File: src/rtl/fifo_mem_prog.sv
// Synchronous FIFO with programmable almost-full/almost-empty thresholds and sticky error flags.
// Define FIFO_MEM_PROG_FWFT_EN for first-word fall-through read data; default is registered read data.
module fifo_mem_prog #(
  parameter int DATA_WIDTH = 16,
  parameter int OSTD_NUM   = 18,
  localparam int CNT_WIDTH = $clog2(OSTD_NUM + 1)
) (
  input  logic                  clk_in,
  input  logic                  sreset,
  input  logic                  trans_write,
  input  logic                  trans_read,
  input  logic [DATA_WIDTH-1:0] data_in,
  input  logic [CNT_WIDTH-1:0]  thr_full_lvl,
  input  logic [CNT_WIDTH-1:0]  thr_empty_lvl,
  input  logic                  err_clr,
  output logic [DATA_WIDTH-1:0] data_out,
  output logic [CNT_WIDTH-1:0]  fill_cnt,
  output logic                  full_ind,
  output logic                  empty_ind,
  output logic                  almost_full_ind,
  output logic                  almost_empty_ind,
  output logic                  overflow_ind,
  output logic                  underflow_ind
);

  localparam int PTR_WIDTH = (OSTD_NUM > 1) ? $clog2(OSTD_NUM) : 1;
  localparam logic [PTR_WIDTH-1:0] LAST_PTR = PTR_WIDTH'(OSTD_NUM - 1);
  localparam logic [CNT_WIDTH-1:0] FULL_CNT = CNT_WIDTH'(OSTD_NUM);

  logic [DATA_WIDTH-1:0] mem [OSTD_NUM];
  logic [PTR_WIDTH-1:0]  wr_ptr;
  logic [PTR_WIDTH-1:0]  rd_ptr;
  logic                  wr_acc;
  logic                  rd_acc;

  // Full takes precedence over a simultaneous read: no write-through when full.
  assign wr_acc = trans_write & ~full_ind;
  assign rd_acc = trans_read  & ~empty_ind;

  assign full_ind         = (fill_cnt == FULL_CNT);
  assign empty_ind        = (fill_cnt == '0);
  assign almost_full_ind  = (fill_cnt >= thr_full_lvl);
  assign almost_empty_ind = (fill_cnt <= thr_empty_lvl);

  always_ff @(posedge clk_in) begin
    if (wr_acc && !sreset) begin
      mem[wr_ptr] <= data_in;
    end
  end

  always_ff @(posedge clk_in) begin
    if (sreset) begin
      wr_ptr        <= '0;
      rd_ptr        <= '0;
      fill_cnt      <= '0;
      overflow_ind  <= 1'b0;
      underflow_ind <= 1'b0;
    end else begin
      if (wr_acc) begin
        wr_ptr <= (wr_ptr == LAST_PTR) ? '0 : wr_ptr + 1'b1;
      end
      if (rd_acc) begin
        rd_ptr <= (rd_ptr == LAST_PTR) ? '0 : rd_ptr + 1'b1;
      end
      case ({wr_acc, rd_acc})
        2'b10:   fill_cnt <= fill_cnt + 1'b1;
        2'b01:   fill_cnt <= fill_cnt - 1'b1;
        default: fill_cnt <= fill_cnt;
      endcase
      // A new error in the clearing cycle keeps the flag set.
      overflow_ind  <= (overflow_ind  & ~err_clr) | (trans_write & full_ind);
      underflow_ind <= (underflow_ind & ~err_clr) | (trans_read  & empty_ind);
    end
  end

`ifdef FIFO_MEM_PROG_FWFT_EN
  always_comb begin
    data_out = '0;
    if (!empty_ind) begin
      data_out = mem[rd_ptr];
    end
  end
`else
  always_ff @(posedge clk_in) begin
    if (sreset) begin
      data_out <= '0;
    end else if (rd_acc) begin
      data_out <= mem[rd_ptr];
    end
  end
`endif

endmodule

File: config.mk
export PLATFORM = sky130hd
export DESIGN_NAME = fifo_mem_prog
export DESIGN_NICKNAME = d
export VERILOG_FILES = /design/src/rtl/fifo_mem_prog.sv
export SDC_FILE = /design/constraint.sdc
export NUM_CORES = 1
export LEC_CHECK = 0
export ABC_AREA = 1
export CAP_MARGIN = 25
export CORE_MARGIN = 2
export CORE_UTILIZATION = 45
export DETAILED_ROUTE_END_ITERATION = 7
export PLACE_DENSITY = 0.66
export RECOVER_POWER = 100
export SETUP_SLACK_MARGIN = 0.5
export SYNTH_ARGS = -nofsm -noshare
export SYNTH_HDL_FRONTEND = slang
export SYNTH_SLANG_ARGS = --single-unit
File: constraint.sdc
create_clock -name clk_in -period 7.54 [get_ports clk_in]
set_input_delay 1.131 -clock clk_in [delete_from_list [all_inputs] [get_ports clk_in]]
set_output_delay 1.131 -clock clk_in [all_outputs]
set_load 0.1 [all_outputs]
* Word level (Yosys, flattened, before mapping)
Memories as Yosys holds them, arrays and structs flattened. A register that Yosys moved wholly into a read port is not among the register bits.
Cells that the tools add are included.
** Storage, ports and cells
- Logic and storage cells :: 37
- Memories :: 1
- Flip-flop bits (word level) :: 17
- Memory bits (writable) :: 288
** Memories
- mem :: depth 18, width 16, read ports 1, clocked after memory_dff 1, wr ports 1, RTL line 30 : logic [DATA_WIDTH-1:0] mem [OSTD_NUM];
** Operators by class
- Bitwise operators :: 11
- Add/sub/neg operators :: 4
- Muxes and demuxes :: 5
- Equality and inequality tests :: 5
- Order comparisons :: 2
- Reduce and logical (&&, ||, !) cells :: 4
** Operators with widths (count)
- $add 5x1->5 const B :: 3
- $eq 5x5->1 const B :: 3
- $mux 5 :: 2
- $pmux 5 s2 :: 1
- $and 1x1->1 :: 6
- $ge 5x5->1 :: 1
- $le 5x5->1 :: 1
- $logic_not 5->1 :: 1
- $sub 5x1->5 const B :: 1
- $not 1->1 :: 3
- $eq 2x1->1 const B :: 1
- $eq 2x2->1 const B :: 1
- $mux 1 :: 2
- $or 1x1->1 :: 2
- $reduce_bool 2->1 :: 1
- $logic_and 1x1->1 :: 1
- $logic_not 1->1 :: 1

* Depth between registers and ports, before layout
- Depth after elaboration :: 6
- Mapped depth :: 13

* Worst setup path after synthesis
Ideal clock, no wire load.
- Kind :: register to output
- Start point :: register fill_cnt[0]
- End point :: output almost_empty_ind
- Setup slack :: 2.665 ns
- Stages on the path, launching flop included :: 5
- Data arrival time :: 3.744 ns
- Path buffers :: 0
- Cells stage by stage :: dfxtp_1 inv_1 ha_1 inv_1 o21ai_0
** Between the ends
- Longest elaborated chain between the ends :: 1
** RTL lines
- start: declaration :: RTL line 17 : output logic [CNT_WIDTH-1:0] fill_cnt,
- start signal: assignment :: RTL line 66 : 2'b10: fill_cnt <= fill_cnt + 1'b1;
- start signal: assignment :: RTL line 67 : 2'b01: fill_cnt <= fill_cnt - 1'b1;
- start signal: assignment :: RTL line 68 : default: fill_cnt <= fill_cnt;
- $le 5x5->1 :: RTL line 43 : assign almost_empty_ind = (fill_cnt <= thr_empty_lvl);
- end: declaration :: RTL line 21 : output logic almost_empty_ind,
Every way passes these cells.

==> impl_metrics.ini <==
[status]
status = finished with violations
violations = capacitance limit, slew limit

[global_routing]
grt_pass1_wl_um = 52600
use_met2_pct = 34.0
grt_pass1_vias = 9360
grt_start_max_net_pins = 82
use_met3_pct = 3.71
antenna_found_initial = 1
globalRouteOverflowTotal = 0
track_usage_pct = 21.0
grt_util_met1_pct = 28.2
grt_most_used_layer = met2

[logic_synthesis]
netlist_instances = 1451
synth-compound-area-share_pct = 3.31
synth.avg_cell_area_um2 = 9.76
netlist_area_mm2 = 0.0142
synthAdderAreaFrac_pct = 1.91
synthSimpleGateAreaFrac_pct = 19.6
syn_nets = 1503
ys_warn_count = 0
synth_cell_types = 29
synthMuxAreaShare_pct = 0
seq_area_frac_synth_pct = 65.7
synth_seq_cells = 321
synth_top_family_by_area = simple AND/OR/NAND/NOR gates
synth-xor-area-share_pct = 0.371

[sta]
grt_setup_unrepaired = no
setup_slack_ns = 2.56
slew_viol_final = 184
fin_crit_sh_pct = 66.1
layout_min_cycle_time_ns = 4.98
final_hold_viol_count = 0
setup_tns_ns = 0
fin_hold_ws_ns = 0.460
fmax_mhz = 201
maxSlewHeadroom_pct = -156
skew_ns = 0.0191
worst_pin_slew_ns = 3.84
setup_viol = 0

[worst_setup_path]
start_kind = register
worstSetupPathType = register to register
crit_required_ns = 7.92
cp-end-kind = register
crit_fanout = 81
critPathArrivalTime_ns = 5.36

[floorplanning]
core_mm2 = 0.0307
die_area_mm2 = 0.0329
chipWidth_um = 181
start_util_pct = 46.0
die_y_um = 181
num_rows = 64
io_pins = 58

[layout]
final_common_cell = nand2_1
layout_common_cells = nand2_1, edfxtp_1, inv_1
design_area_mm2 = 0.0160
drive_above_1_share_pct = 3.29
diodes = 0
synthToLayoutAreaGrowth_pct = 13.3
fin_nets = 1550

[cts]
postCtsHoldBufs = 0
worstSkewPairLatency_ns = 0.51
postCtsSetupBuffers = 0
clock-root-buffer = clkbuf_16
cts_buffers = 35
cts.path.max_buffers = 3
clock_sinks = 321
path_clk_slew_ns = 0.06
cts_htree_levels = 2
cts_resized = 0
tritoncts = built

[placed_design]
dpl_worst_slack_ns = 2.92
routabilityCongestion = 0.855
placed_area_mm2 = 0.0151
io_buffer_count = 57
dp_hpwl_um = 20100

[drt]
drc_errors = 0
drtIter0Drc = 903
wl_um = 34100
ant_nets = 0
routedWlPerCell_um = 17.8
via_count = 9700
dr.pass1.iters = 7
vias_per_cell = 5.06

[power_and_ir_drop]
power_density_mw_per_mm2 = 327
peakVddDrop_uv = 171
p_leak_nw = 7.00

[run]
drv_cap = 9

[hold_path]
min_path_type = register to register
worst max-delay path, cell delays in order (launching register included):
cell	delay, ns
dfxtp_4	0.85
clkbuf_1	2.76
nand2_1	0.15
nand3_1	0.23
nand2_1	0.08
nand2_1	0.06
nand2_1	0.11
o21ai_0	0.44
a21oi_1	0.13
layer usage:
layer / up-vias / wire length (um) / share of wire, %
li1: 4711 / - / -
met1: 4584 / 14900 / 44
met2: 343 / 15700 / 46
met3: 62 / 2350 / 6.9
met4: 0 / 1210 / 3.5
met5: - / 0 / 0
path summary, 6_finish.rpt:
path,from,to,slack [ns],cells past startpoint
worst max-delay path,rd_ptr[0]$_SDFFE_PP0P_,data_out[1]$_SDFFE_PP0P_,2.56,8
worst min-delay path,overflow_ind$_SDFF_PP0_,overflow_ind$_SDFF_PP0_,0.46,2
worst max register to register,rd_ptr[0]$_SDFFE_PP0P_,data_out[1]$_SDFFE_PP0P_,2.56,8
worst min register to register,overflow_ind$_SDFF_PP0_,overflow_ind$_SDFF_PP0_,0.46,2
where the power goes:
group	total, mW	switching [mW]	internal, mW
Sequential	2.12	0.117	2.00
Clock	1.56	0.649	0.910
Combinational	1.56	1.16	0.395
synthesized netlist by cell type:
cell type	count	area, um^2
o21bai_1	2	15.0
nor3_1	6	30.0
ha_1	20	250
clkbuf_1	17	63.8
o21ai_1	16	80.1
fa_1	1	20.0
xnor2_1	2	17.5
buf_4	4	30.0
buf_2	33	165
buf_6	1	11.3
a21oi_1	30	150
nor2_1	78	293
nor2_2	1	6.26
buf_1	4	15.0
o31ai_1	1	7.51
a211oi_1	1	7.51
o21ai_0	40	200
nand4_1	4	25.0
o221ai_1	1	8.76
dfxtp_1	33	661
nor2_4	2	22.5
inv_1	263	987
edfxtp_1	288	8650
xor2_1	4	35.0
nand2_1	473	1780
nor3b_1	1	7.51
nor4_1	1	6.26
inv_2	1	3.75
nand3_1	123	616
metrics by stage:
stage,power [mW],utilization (%),std cells
floorplan,3.29,-,1451
global placement,3.72,49.1,1856
detailed placement,3.73,49.1,1856
CTS,5.28,52.4,1915
global route,5.48,52.2,1916
finish,5.24,52.2,1916
cell families (layout without fill, tap and decap cells):
family / Yosys count / after routing
adder cells (fa/ha/maj): 21 / 21
flip-flops: 321 / 321
AO/OA/AOI/OAI: 91 / 91
XOR/XNOR: 6 / 6
buffers and inverters: 323 / 392
AND/OR/NAND/NOR: 689 / 689
final cells by class:
cell class / instances / area, um^2
sequential: 321 / 9310
inverter: 264 / 993
clock buffer: 50 / 995
timing repair buffer: 69 / 627
multi-input combinational: 807 / 3580
tap: 396 / 495
clock inverter: 9 / 33.8
fill: 2686 / 14700
registers in the layout, summed over array words and instances, names as in the netlist:
name and count:
underflow_ind 1, fill_cnt 5, wr_ptr 5, overflow_ind 1, rd_ptr 5, mem 288, data_out 16
No activity file was read; power rests on OpenSTA's default activity.
